<file path="src/rtl/inst_prefetch_queue_if.sv">
`default_nettype none
// ============================================================================
//  Module      : inst_prefetch_queue_if
//  Description : Bundles the instruction-memory handshake, the redirect/stall
//                controls and the queue-head outputs of inst_prefetch_queue.
//                master = prefetch queue side, slave = memory/pipeline side.
//  Revision    : 1.0  initial release
// ============================================================================
interface inst_prefetch_queue_if #(
    parameter int DEPTH = 4
);
    localparam int c_CW = $clog2(DEPTH) + 1;

    // instruction memory handshake
    logic              mem_req;
    logic [31:0]       mem_addr;
    logic              mem_ack;
    logic [31:0]       mem_rdata;

    // pipeline control
    logic              redirect;
    logic [31:0]       redirect_pc;
    logic              stall;

    // queue head towards IF/ID
    logic              inst_valid;
    logic [31:0]       inst_out;
    logic [31:0]       inst_pc;
    logic [31:0]       inst_pc_plus_4;
    logic [c_CW-1:0]   count;

    modport master (
        output mem_req, mem_addr,
        input  mem_ack, mem_rdata,
        input  redirect, redirect_pc, stall,
        output inst_valid, inst_out, inst_pc, inst_pc_plus_4, count
    );

    modport slave (
        input  mem_req, mem_addr,
        output mem_ack, mem_rdata,
        output redirect, redirect_pc, stall,
        input  inst_valid, inst_out, inst_pc, inst_pc_plus_4, count
    );
endinterface
`default_nettype wire

</file>
<file path="src/rtl/inst_prefetch_queue.sv">
`default_nettype none
// ============================================================================
//  Module      : inst_prefetch_queue
//  Description : Instruction prefetch queue in front of the IF stage. Fetches
//                sequential words over a req/ack memory port (one request in
//                flight), buffers DEPTH {pc, inst} entries, presents the head
//                to IF/ID and flushes/refetches on redirect.
//                Optional macro PREFETCH_BYPASS_EN: forward an ack straight to
//                the head outputs when the queue is empty.
//  Revision    : 1.0  initial release
// ============================================================================
module inst_prefetch_queue #(
    parameter int          DEPTH    = 4,
    parameter logic [31:0] RESET_PC = 32'h0000_0000
) (
    input  wire logic              clk,
    input  wire logic              rst,   // asynchronous, active-low
    inst_prefetch_queue_if.master  bus
);
    localparam int              c_PW   = $clog2(DEPTH);
    localparam int              c_CW   = c_PW + 1;
    localparam logic [c_CW-1:0] c_FULL = c_CW'(DEPTH);

    localparam logic [1:0] c_ST_IDLE    = 2'd0;
    localparam logic [1:0] c_ST_WAIT    = 2'd1;
    localparam logic [1:0] c_ST_DISCARD = 2'd2;

    logic [1:0]       r_state;
    logic [1:0]       w_state_nxt;
    logic [31:0]      r_fetch_pc;
    logic [31:0]      r_stale_addr;     // address of the request being thrown away
    logic [c_PW-1:0]  r_head;
    logic [c_PW-1:0]  r_tail;
    logic [c_CW-1:0]  r_count;
    logic [c_CW-1:0]  w_count_nxt;
    logic [31:0]      r_pc_mem   [DEPTH];
    logic [31:0]      r_inst_mem [DEPTH];

    logic             w_ack_wait;
    logic             w_q_valid;
    logic             w_pop_q;
    logic             w_push;
    logic             w_bypass;
    logic             w_head_valid;
    logic [31:0]      w_head_inst;
    logic [31:0]      w_head_pc;

    // An ack only carries usable data while a live (non-discarded) request is out
    assign w_ack_wait = (r_state == c_ST_WAIT) && bus.mem_ack;
    assign w_q_valid  = (r_count != '0);
    // Redirect kills any pop from the queue this cycle
    assign w_pop_q    = w_q_valid && !bus.stall && !bus.redirect;

`ifdef PREFETCH_BYPASS_EN
    // Empty queue: the returning word goes straight to the head outputs and is
    // only written into storage when IF/ID cannot take it this cycle
    assign w_bypass = !w_q_valid && w_ack_wait && !bus.redirect;
    assign w_push   = w_ack_wait && !bus.redirect && !(w_bypass && !bus.stall);
`else
    assign w_bypass = 1'b0;
    assign w_push   = w_ack_wait && !bus.redirect;
`endif

    // A push is never issued against a full queue: a request only exists with a
    // slot reserved, so this sum stays within 0..DEPTH
    assign w_count_nxt = r_count + c_CW'(w_push) - c_CW'(w_pop_q);

    // Next-state logic: one outstanding request, redirect has priority
    always_comb begin
        w_state_nxt = r_state;
        case (r_state)
            c_ST_IDLE: begin
                if (bus.redirect || (w_count_nxt < c_FULL)) begin
                    w_state_nxt = c_ST_WAIT;
                end
            end
            c_ST_WAIT: begin
                if (bus.redirect) begin
                    // an unanswered request must still be drained
                    w_state_nxt = bus.mem_ack ? c_ST_WAIT : c_ST_DISCARD;
                end else if (bus.mem_ack && (w_count_nxt >= c_FULL)) begin
                    w_state_nxt = c_ST_IDLE;
                end
            end
            c_ST_DISCARD: begin
                if (bus.mem_ack) begin
                    w_state_nxt = c_ST_WAIT;
                end
            end
            default: w_state_nxt = c_ST_IDLE;
        endcase
    end

    // Control state, fetch address and queue pointers
    always_ff @(posedge clk or negedge rst) begin
        if (!rst) begin
            r_state      <= c_ST_IDLE;
            r_fetch_pc   <= RESET_PC;
            r_stale_addr <= RESET_PC;
            r_head       <= '0;
            r_tail       <= '0;
            r_count      <= '0;
        end else begin
            r_state <= w_state_nxt;
            if (bus.redirect) begin
                r_fetch_pc <= {bus.redirect_pc[31:2], 2'b00};
                r_head     <= r_tail;
                r_count    <= '0;
                // keep presenting the old address until its ack comes back
                if ((r_state == c_ST_WAIT) && !bus.mem_ack) begin
                    r_stale_addr <= r_fetch_pc;
                end
            end else begin
                if (w_ack_wait) begin
                    r_fetch_pc <= r_fetch_pc + 32'd4;
                end
                if (w_push) begin
                    r_tail <= r_tail + 1'b1;
                end
                if (w_pop_q) begin
                    r_head <= r_head + 1'b1;
                end
                r_count <= w_count_nxt;
            end
        end
    end

    // Entry storage; contents are only observed behind a valid count
    always_ff @(posedge clk) begin
        if (w_push) begin
            r_pc_mem[r_tail]   <= r_fetch_pc;
            r_inst_mem[r_tail] <= bus.mem_rdata;
        end
    end

    // Head selection: queue entry, or the in-flight word when bypassing
    always_comb begin
        w_head_valid = w_q_valid;
        w_head_inst  = r_inst_mem[r_head];
        w_head_pc    = r_pc_mem[r_head];
        if (w_bypass) begin
            w_head_valid = 1'b1;
            w_head_inst  = bus.mem_rdata;
            w_head_pc    = r_fetch_pc;
        end
    end

    assign bus.mem_req        = (r_state != c_ST_IDLE);
    assign bus.mem_addr       = (r_state == c_ST_DISCARD) ? r_stale_addr : r_fetch_pc;
    assign bus.inst_valid     = w_head_valid;
    assign bus.inst_out       = w_head_valid ? w_head_inst : 32'h0;
    assign bus.inst_pc        = w_head_valid ? w_head_pc : 32'h0;
    assign bus.inst_pc_plus_4 = w_head_valid ? (w_head_pc + 32'd4) : 32'h0;
    assign bus.count          = r_count;

endmodule
`default_nettype wire
</file>
<file path="src/flat_wrapper.sv">
// flat-port wrapper written by rule: the top's interface ports become plain ports
module inst_prefetch_queue_flat 
#(
    parameter int          DEPTH    = 4,
    parameter logic [31:0] RESET_PC = 32'h0000_0000
)
  (clk, rst, bus_mem_req, bus_mem_addr, bus_mem_ack, bus_mem_rdata, bus_redirect, bus_redirect_pc, bus_stall, bus_inst_valid, bus_inst_out, bus_inst_pc, bus_inst_pc_plus_4, bus_count);
  inst_prefetch_queue_if #(.DEPTH(DEPTH)) bus_i ();
  input  wire logic clk;
  input  wire logic rst;
  output wire logic [$bits(bus_i.mem_req)-1:0] bus_mem_req;
  output wire logic [$bits(bus_i.mem_addr)-1:0] bus_mem_addr;
  input wire logic [$bits(bus_i.mem_ack)-1:0] bus_mem_ack;
  input wire logic [$bits(bus_i.mem_rdata)-1:0] bus_mem_rdata;
  input wire logic [$bits(bus_i.redirect)-1:0] bus_redirect;
  input wire logic [$bits(bus_i.redirect_pc)-1:0] bus_redirect_pc;
  input wire logic [$bits(bus_i.stall)-1:0] bus_stall;
  output wire logic [$bits(bus_i.inst_valid)-1:0] bus_inst_valid;
  output wire logic [$bits(bus_i.inst_out)-1:0] bus_inst_out;
  output wire logic [$bits(bus_i.inst_pc)-1:0] bus_inst_pc;
  output wire logic [$bits(bus_i.inst_pc_plus_4)-1:0] bus_inst_pc_plus_4;
  output wire logic [$bits(bus_i.count)-1:0] bus_count;
  assign bus_mem_req = bus_i.mem_req;
  assign bus_mem_addr = bus_i.mem_addr;
  assign bus_i.mem_ack = bus_mem_ack;
  assign bus_i.mem_rdata = bus_mem_rdata;
  assign bus_i.redirect = bus_redirect;
  assign bus_i.redirect_pc = bus_redirect_pc;
  assign bus_i.stall = bus_stall;
  assign bus_inst_valid = bus_i.inst_valid;
  assign bus_inst_out = bus_i.inst_out;
  assign bus_inst_pc = bus_i.inst_pc;
  assign bus_inst_pc_plus_4 = bus_i.inst_pc_plus_4;
  assign bus_count = bus_i.count;
  inst_prefetch_queue #(.DEPTH(DEPTH), .RESET_PC(RESET_PC)) u_core (.clk(clk), .rst(rst), .bus(bus_i));
endmodule
</file>
<file path="config.mk">
export PLATFORM = sky130hd
export DESIGN_NAME = inst_prefetch_queue_flat
export DESIGN_NICKNAME = d
export VERILOG_FILES = /design/src/rtl/inst_prefetch_queue_if.sv /design/src/rtl/inst_prefetch_queue.sv /design/src/flat_wrapper.sv
export SDC_FILE = /design/constraint.sdc
export NUM_CORES = 1
export LEC_CHECK = 0
export CAP_MARGIN = 5
export CORE_AREA = 5 5 165 207
export CTS_CLUSTER_DIAMETER = 80
export DETAILED_ROUTE_END_ITERATION = 16
export DIE_AREA = 0 0 170 212
export PLACE_DENSITY = 0.65
export SLEW_MARGIN = 10
export SYNTH_ARGS = -nofsm -noshare
export SYNTH_HDL_FRONTEND = slang
export SYNTH_SLANG_ARGS = --single-unit
</file>
<file path="constraint.sdc">
create_clock -name clk -period 7.9 [get_ports clk]
set_clock_uncertainty 0.2 [all_clocks]
set_input_delay 1.58 -clock clk [delete_from_list [all_inputs] [get_ports clk]]
set_output_delay 1.58 -clock clk [all_outputs]
set_load 0.01 [all_outputs]
</file>
### Word-level counts from Yosys, hierarchy flattened

Memory sizes are Yosys's and may differ from the RTL's.
Index checks and enable logic that the tools add are counted.

* memory bits (writable): 256
* flip-flop bits (word level): 73
* output and inout bits: 133
* memories kept: 2
* word-level logic and storage cells: 57
* bits of input ports: 69

* add/sub/neg operators: 6
* bitwise logic cells: 1
* reductions and logical operators: 18
* order comparisons: 2
* mux-type cells: 17
* equality and inequality tests: 5

Memories
* u_core.r_inst_mem: depth 4, width 32, rd ports 1, clocked after memory_dff 0, wr ports 1, RTL line inst_prefetch_queue.sv:37 `logic [31:0] r_inst_mem [DEPTH];`
* u_core.r_pc_mem: depth 4, width 32, rd ports 1, clocked after memory_dff 0, wr ports 1, RTL line inst_prefetch_queue.sv:36 `logic [31:0] r_pc_mem [DEPTH];`

Operator list (count)
* two-way mux 32 bit: 6
* adder 32 x 3 -> 32 bit (second input constant): 2
* two-way mux 2 bit: 7
* logical AND 1 bit: 6
* case mux 2 bit (3 select lines): 1
* nonzero test 2 bit: 3
* adder 2 x 1 -> 2 bit (second input constant): 2
* AND reduction 2 bit: 2
* adder 3 x 1 -> 3 bit: 1
* >= comparator 3 bit (second input constant): 1
* logical NOT 1 bit: 3
* < comparator 3 bit (second input constant): 1
* two-way mux 3 bit: 1
* inequality test 3 bit (second input constant): 1
* AND reduction 3 bit: 1
* nonzero test 3 bit: 1
* subtractor 3 x 1 -> 3 bit: 1
* equality test 2 x 1 -> 1 bit (second input constant): 1
* equality test 2 bit (second input constant): 1
* logical NOT 2 bit: 1
* two-way mux 1 bit: 2
* inequality test 2 x 1 -> 1 bit (second input constant): 1
* inequality test 2 bit (second input constant): 1
* logical OR 1 bit: 1
* NOT 1 bit: 1

### Logic depth before layout (Yosys ltp)

Gate-level depths: netlist (run 1).

* word-level depth: 10
* depth in mapped cells: 13
* mapped depth without buffers: 12

### Worst setup path before layout (run 1)

OpenSTA, ideal clock, no wires.

* path type: input port to flip-flop
* start point: input bus_mem_ack
* end point: memory u_core.r_inst_mem[0][0], enable pin
* path buffers: 2
* stages: 5
* arrival time: 3.864 ns
* required time: 7.274 ns
* setup time: 0.426 ns
* setup slack: 3.410 ns
* cell sequence: and3b_1 > clkbuf_1 > nor2b_1 > clkbuf_1 > and2_1

* longest elaborated chain between the ends: 4

Ends and longest elaborated chain
* from (decl): RTL line flat_wrapper.sv:13 `input wire logic [$bits(bus_i.mem_ack)-1:0] bus_mem_ack;`
* logical AND 1 bit: RTL line inst_prefetch_queue.sv:49 `assign w_ack_wait = (r_state == c_ST_WAIT) && bus.mem_ack;`
* logical AND 1 bit: RTL line inst_prefetch_queue.sv:61 `assign w_push = w_ack_wait && !bus.redirect;`
* two-way mux 1 bit: RTL line inst_prefetch_queue.sv:130 `if (w_push) begin`
* two-way mux 1 bit (not written as such): RTL line inst_prefetch_queue.sv:132 `r_inst_mem[r_tail] <= bus.mem_rdata;`
* to (decl): RTL line inst_prefetch_queue.sv:37

No other way between the ends.

### Worst setup path after layout (run 1)

* start point: register u_core.r_head[0]
* end point: output bus_inst_pc_plus_4[26]

* longest elaborated chain between the ends: 3

Ends and longest elaborated chain
* from (decl): RTL line inst_prefetch_queue.sv:32 `logic [c_PW-1:0] r_head;`
* from (signal assigned): RTL line inst_prefetch_queue.sv:107 `r_head <= r_tail;`
* from (signal assigned): RTL line inst_prefetch_queue.sv:121 `r_head <= r_head + 1'b1;`
* memory (4 x 32 bit)
* adder 32 x 3 -> 32 bit: RTL line inst_prefetch_queue.sv:153 `assign bus.inst_pc_plus_4 = w_head_valid ? (w_head_pc + 32'd4) : 32'h0;`
* two-way mux 32 bit: RTL line inst_prefetch_queue.sv:153
* to (decl): RTL line flat_wrapper.sv:21 `output wire logic [$bits(bus_i.inst_pc_plus_4)-1:0] bus_inst_pc_plus_4;`

No other way between the ends.

==> metrics.yaml, run 1 <==
status: "finished clean"
fmaxAchievable_ghz: 0.167
min_period_ns: 5.98
drv_cap: 0
globalplace.congestion: 0.758
reg2reg_depth: 4
wirelength_um: 30300
synth_top_area_share_pct: 53.8
cts_setup_buffers: 0
crit_path_max_fanout: 45
antenna_found_initial: 0
vias_per_cell: 5.22
arrival_ns: 4.20
clock-sinks: 317
synthCells: 880
slew_violations: 0
synth-edff-count: 248
holdBufCountCts: 0
worstSetupEndpointType: "output pin"
finalSetupTns_ns: 0
die_h_um: 212
clk_latency_ns: 0.52
slew_headroom_pct: 37.2
drtIter0Drc: 615
drc: 0
rsz0062_at_grt: "false"
crit_start: "u_core.r_head[0]"
yosys.area.top_type: "edfxtp_1"
critical_path_class: "flop to output pin"
wl_per_cell_um: 19.9
ys_warn_count: 0
crit_path_start_kind: "flop"
die_w_um: 170
drive_above_1_share_pct: 18.3
hold_viol: 0
clk_pin_slew_worst_paths_ns: 0.06
pin_count: 202
rows: 74
rr_startpoint: "u_core.r_state[1]"
grt_pass1_vias: 8248
grt_pass1_wl_um: 47200
cts_tree: "yes"
syn2layout_area_growth_pct: 24.7
clk_path_buf_depth: 3
synthArstFlopShare_pct: 21.8
hpwlAfterDp_um: 19900
grt_start_max_net_pins: 80
cts_buffers: 34
grt.total_usage_pct: 16.9
cts_root_buf: "clkbuf_16"
ys.flop_type: "edfxtp_1"
hold_depth: 1
via_count: 7928
avgSynthCellArea_um2: 15.7
port_buffers: 193
post-synth-top-count-cell: "edfxtp_1"
first_pass_iters: 5
floorplan.core_area_um2: 32100
min_from: "u_core.r_stale_addr[21]"
min_period_over_period_pct: 75.6
synth_cell_types: 46
dieArea_um2: 36000
synthesis.area_um2: 13800
ant_nets: 0
setup_viol: 0
finalPower_uw: 5890
hold_path_class: "flop to flop"
total_leakage_power_uw: 0.00593
fin_nets: 1153
start_util_pct: 43.1
ys_top_cells_by_count: "edfxtp_1, dfrtp_1, and2_1, mux4_2"
yosysSeqAreaShare_pct: 66.3
yosys-top-cells-area: "edfxtp_1, dfrtp_1, mux4_2"
worstMarginPinSlew_ns: 0.942
cp_data_required_time_ns: 6.12
overflow: 0
vdd_ir_drop_max_v: 0.000204
power_density_nw_per_um2: 341
ys_ff_latch: 317
postCtsResizedCells: 0
h-tree-depth: 2
antennaDiodeCount: 0
[cells in the final DEF, fill, tap and decap left out, types with 15 or more instances in the layout]
cell,n
and2_1,64
clkbuf_16,34
clkdlybuf4s50_1,191
dfrtp_1,67
edfxtp_1,248
inv_1,18
mux2_1,15
mux2_2,55
mux4_2,62
nand2_1,55
nand3_1,27
nor2_1,38
o21ai_0,37
xnor2_1,16
xor2_1,20
[flip-flops by register name (all words and copies together) (netlist names)]
name and count:
u_core.r_stale_addr 30, u_core.r_pc_mem 120, u_core.r_state 2, u_core.r_inst_mem 128, u_core.r_tail 2, u_core.r_fetch_pc 30, u_core.r_head 2, u_core.bus.count 3
[layout make-up]
class                      count  area (um2)
clock buffer                  43         905
tap                          418         523
inverter                      19        71.3
clock inverter                19         181
fill                        2672       14900
multi-input combinational    497        4390
sequential                   317        9180
timing repair buffer         206        2020
[logic make-up after synthesis]
logic type / synth area share, %
other: 0.0271
adders and majority gates: 0.868
and+or+nand+nor: 10.3
DFF: 66.3
AOI/OAI and AO/OA: 1.88
muxes: 16.0
buffers and inverters: 2.37
xor gates and xnor gates: 2.28
[per-layer routing]
layer	vias up	GRT usage [%]	share of wire [%]
met4	0	4.49	1.9
met5	-	0	0
met1	3993	22.5	43
met3	40	3.11	4.8
li1	3707	-	-
met2	188	28.9	51
[through the flow]
step	utilization [%]	area, um2	hold WS, ns	cells	worst slack [ns]
after global routing	53.7	17300	0.314	1519	1.55
final	53.7	17300	0.300	1519	1.92
after global placement	50.4	16200	0.283	1457	2.33
after floorplan	-	13900	0.275	885	3.41
after detailed placement	50.4	16200	0.293	1457	2.33
after CTS	53.7	17300	0.307	1519	1.75
[worst paths after layout]
path	endpoint	slack (ns)
max in group asynchronous	u_core.r_head[0]	5.71
setup reg to reg	u_core.r_inst_mem[2][10]	4.45
hold reg to reg	u_core.r_stale_addr[21]	0.30
min in group asynchronous	u_core.r_stale_addr[10]	1.06
hold / removal	u_core.r_stale_addr[21]	0.30
setup / recovery	bus_inst_pc_plus_4[26]	1.92
[worst max-delay path, cell delays in order (launching register included)]
cell and delay (ns):
dfrtp_4 0.69, buf_4 0.79, mux4_2 0.44, and4_1 0.31
nand2_1 0.20, nor4b_1 0.35, mux2_1 0.38, clkdlybuf4s50_1 0.48
[report_power, final]
part	total, uW	switching, uW	internal (uW)
logic	2170	1020	1150
clock network	1530	641	890
registers	2190	162	2030
total	5890	1820	4070
(Power assumes the default switching activity.)
==> run 2: changes to the inputs <==
--- a/config.mk
+++ b/config.mk
@@ -10,7 +10,7 @@
 export CTS_CLUSTER_DIAMETER = 80
 export DETAILED_ROUTE_END_ITERATION = 16
 export DIE_AREA = 0 0 170 212
-export PLACE_DENSITY = 0.65
+export PLACE_DENSITY = 0.68
 export SLEW_MARGIN = 10
 export SYNTH_ARGS = -nofsm -noshare
 export SYNTH_HDL_FRONTEND = slang
==> constraint.sdc (replaced) <==
create_clock -name clk -period 5.2 [get_ports clk]
set_clock_uncertainty 0.2 [all_clocks]
set_input_delay 1.04 -clock clk [delete_from_list [all_inputs] [get_ports clk]]
set_output_delay 1.04 -clock clk [all_outputs]
set_load 0.01 [all_outputs]
==> run 2 against run 1 <==
  * Core utilization fell by 0.15 points
  * Global-route usage is 0.30 points lower
  * First-iteration DRC count is 14% lower
  * Combinational power rose by 54%
  * Die area did not move
  * Non-clock buffer count rose by 8
  * Final cell count rose by 0.20%
  * Critical path depth is 1 lower
  * Largest cell class unchanged
  * Highest routed layer unchanged
==> metrics.yaml, run 2 (synthesized netlist as in run 1, its figures left out) <==
worstMarginPinSlew_ns: 0.925
slew_headroom_pct: 38.2
hold_viol: 0
die_h_um: 212
syn2layout_area_growth_pct: 24.4
overflow: 0
drtIter0Drc: 527
cts_tree: "yes"
die_w_um: 170
cp_common_cell: "or4_4"
largest_register_ffs: 128
drv_cap: 0
pin_count: 202
crit_family: "simple AND/OR/NAND/NOR gates"
min_period_ns: 5.04
total_leakage_power_uw: 0.00593
critical_path_class: "flop to output pin"
rsz0062_at_grt: "false"
crit_path_max_fanout: 16
cts_buffers: 31
path_cells: "mux4_2 -> nand4_4 -> or4_4 -> or4_4 -> mux2_4 -> clkdlybuf4s50_1"
vdd_ir_drop_max_v: 0.000269
grt.total_usage_pct: 16.6
slew_violations: 0
crit_path_start_kind: "flop"
setup_viol: 0
rows: 74
wl_per_cell_um: 19.8
drc: 0
clock-sinks: 317
worstSetupEndpointType: "output pin"
clk_path_buf_depth: 3
first_pass_iters: 7
hpwlAfterDp_um: 20100
start_util_pct: 43.1
cp_num_buf_inv: 1
cts_root_buf: "clkbuf_16"
floorplan.core_area_um2: 32100
arrival_ns: 3.80
cp_data_required_time_ns: 3.96
final_common_cell: "edfxtp_1"
clk_pin_slew_worst_paths_ns: 0.06
finalSetupTns_ns: 0
slowest_stage: "or4_4"
regMostFlops: "u_core.r_inst_mem"
grt_pass1_wl_um: 46900
final_cell_mix: "edfxtp_1, clkdlybuf4s50_1, dfrtp_1"
hold_path_class: "flop to flop"
fin_ws_ns: 0.157
clk_latency_ns: 0.55
grt_pass1_vias: 8302
ant_nets: 0
dieArea_um2: 36000
vias_per_cell: 5.30
min_period_over_period_pct: 97.0
rrSetupSlack_ns: 2.09
wirelength_um: 30200
antennaDiodeCount: 0
dp_slack_ns: 0.591
drive_above_1_share_pct: 18.4
fin_nets: 1158
port_buffers: 193
critical-path-max-stage-delay_ns: 0.63
holdBufCountCts: 0
antenna_found_initial: 0
status: "finished clean"
fmaxAchievable_ghz: 0.198
h-tree-depth: 1
reg_top3: "u_core.r_inst_mem: 128 flops, u_core.r_pc_mem: 120 flops"
via_count: 8060
grt_start_max_net_pins: 63
globalplace.congestion: 0.770
power_density_nw_per_um2: 508
[run 2: changes by cell type in the layout (fill, tap and decap cells not counted), moves of 2 or more]
cell	delta
clkinv_2	+2
buf_4	+6
inv_6	-4
clkinvlp_4	-3
and2_2	-4
clkbuf_16	-3
clkinv_1	+3
and2_4	+4
[run 2: area by class of cell]
type / count / area [um2]
fillers: 2617 / 14900
flip-flops and latches: 317 / 9180
multi-input cells: 497 / 4390
repair buffers: 214 / 2100
clock buffers: 39 / 826
well taps: 418 / 523
clock inverters: 18 / 125
inverters: 19 / 71.3
[run 2: path summary, 6_finish.rpt]
kind	from	endpoint	depth (start not counted)
max	u_core.r_head[0]	bus_inst_pc_plus_4[31]	6
min	u_core.r_stale_addr[6]	u_core.r_stale_addr[6]	1
max reg2reg	u_core.bus.count[1]	u_core.r_state[0]	13
min reg2reg	u_core.r_stale_addr[6]	u_core.r_stale_addr[6]	1
max in group asynchronous	rst	u_core.r_fetch_pc[28]	2
min in group asynchronous	rst	u_core.r_stale_addr[10]	1
[run 2: through the flow]
stage / util (%) / area [um2] / hold slack, ns / power (uW) / cells
finish: 53.6 / 17200 / 0.303 / 8750 / 1522
global route: 53.6 / 17200 / 0.321 / 9240 / 1522
CTS: 53.6 / 17200 / 0.307 / 8870 / 1522
detailed placement: 50.6 / 16200 / 0.293 / 6760 / 1464
global placement: 50.6 / 16200 / 0.283 / 6730 / 1464
floorplan: - / 13900 / 0.275 / 5230 / 885
[run 2: report_power, final]
group / leakage [uW] / switching [uW] / internal [uW]
Sequential: 0.00309 / 231 / 3080
Combinational: 0.00237 / 1580 / 1780
Clock: 0.000469 / 903 / 1170
[run 2: per-layer routing]
metal	vias up	GRT usage, %	share of wire, %
li1	3716	-	-
met1	4073	22.5	43
met2	221	27.7	49
met3	50	2.70	5.3
met4	0	5.15	2.7
met5	-	0	0
[run 2: timing repair]
item,CTS,global route
endpoints found under the setup margin,1,1
resized for setup,0,1
setup buffers,1,0
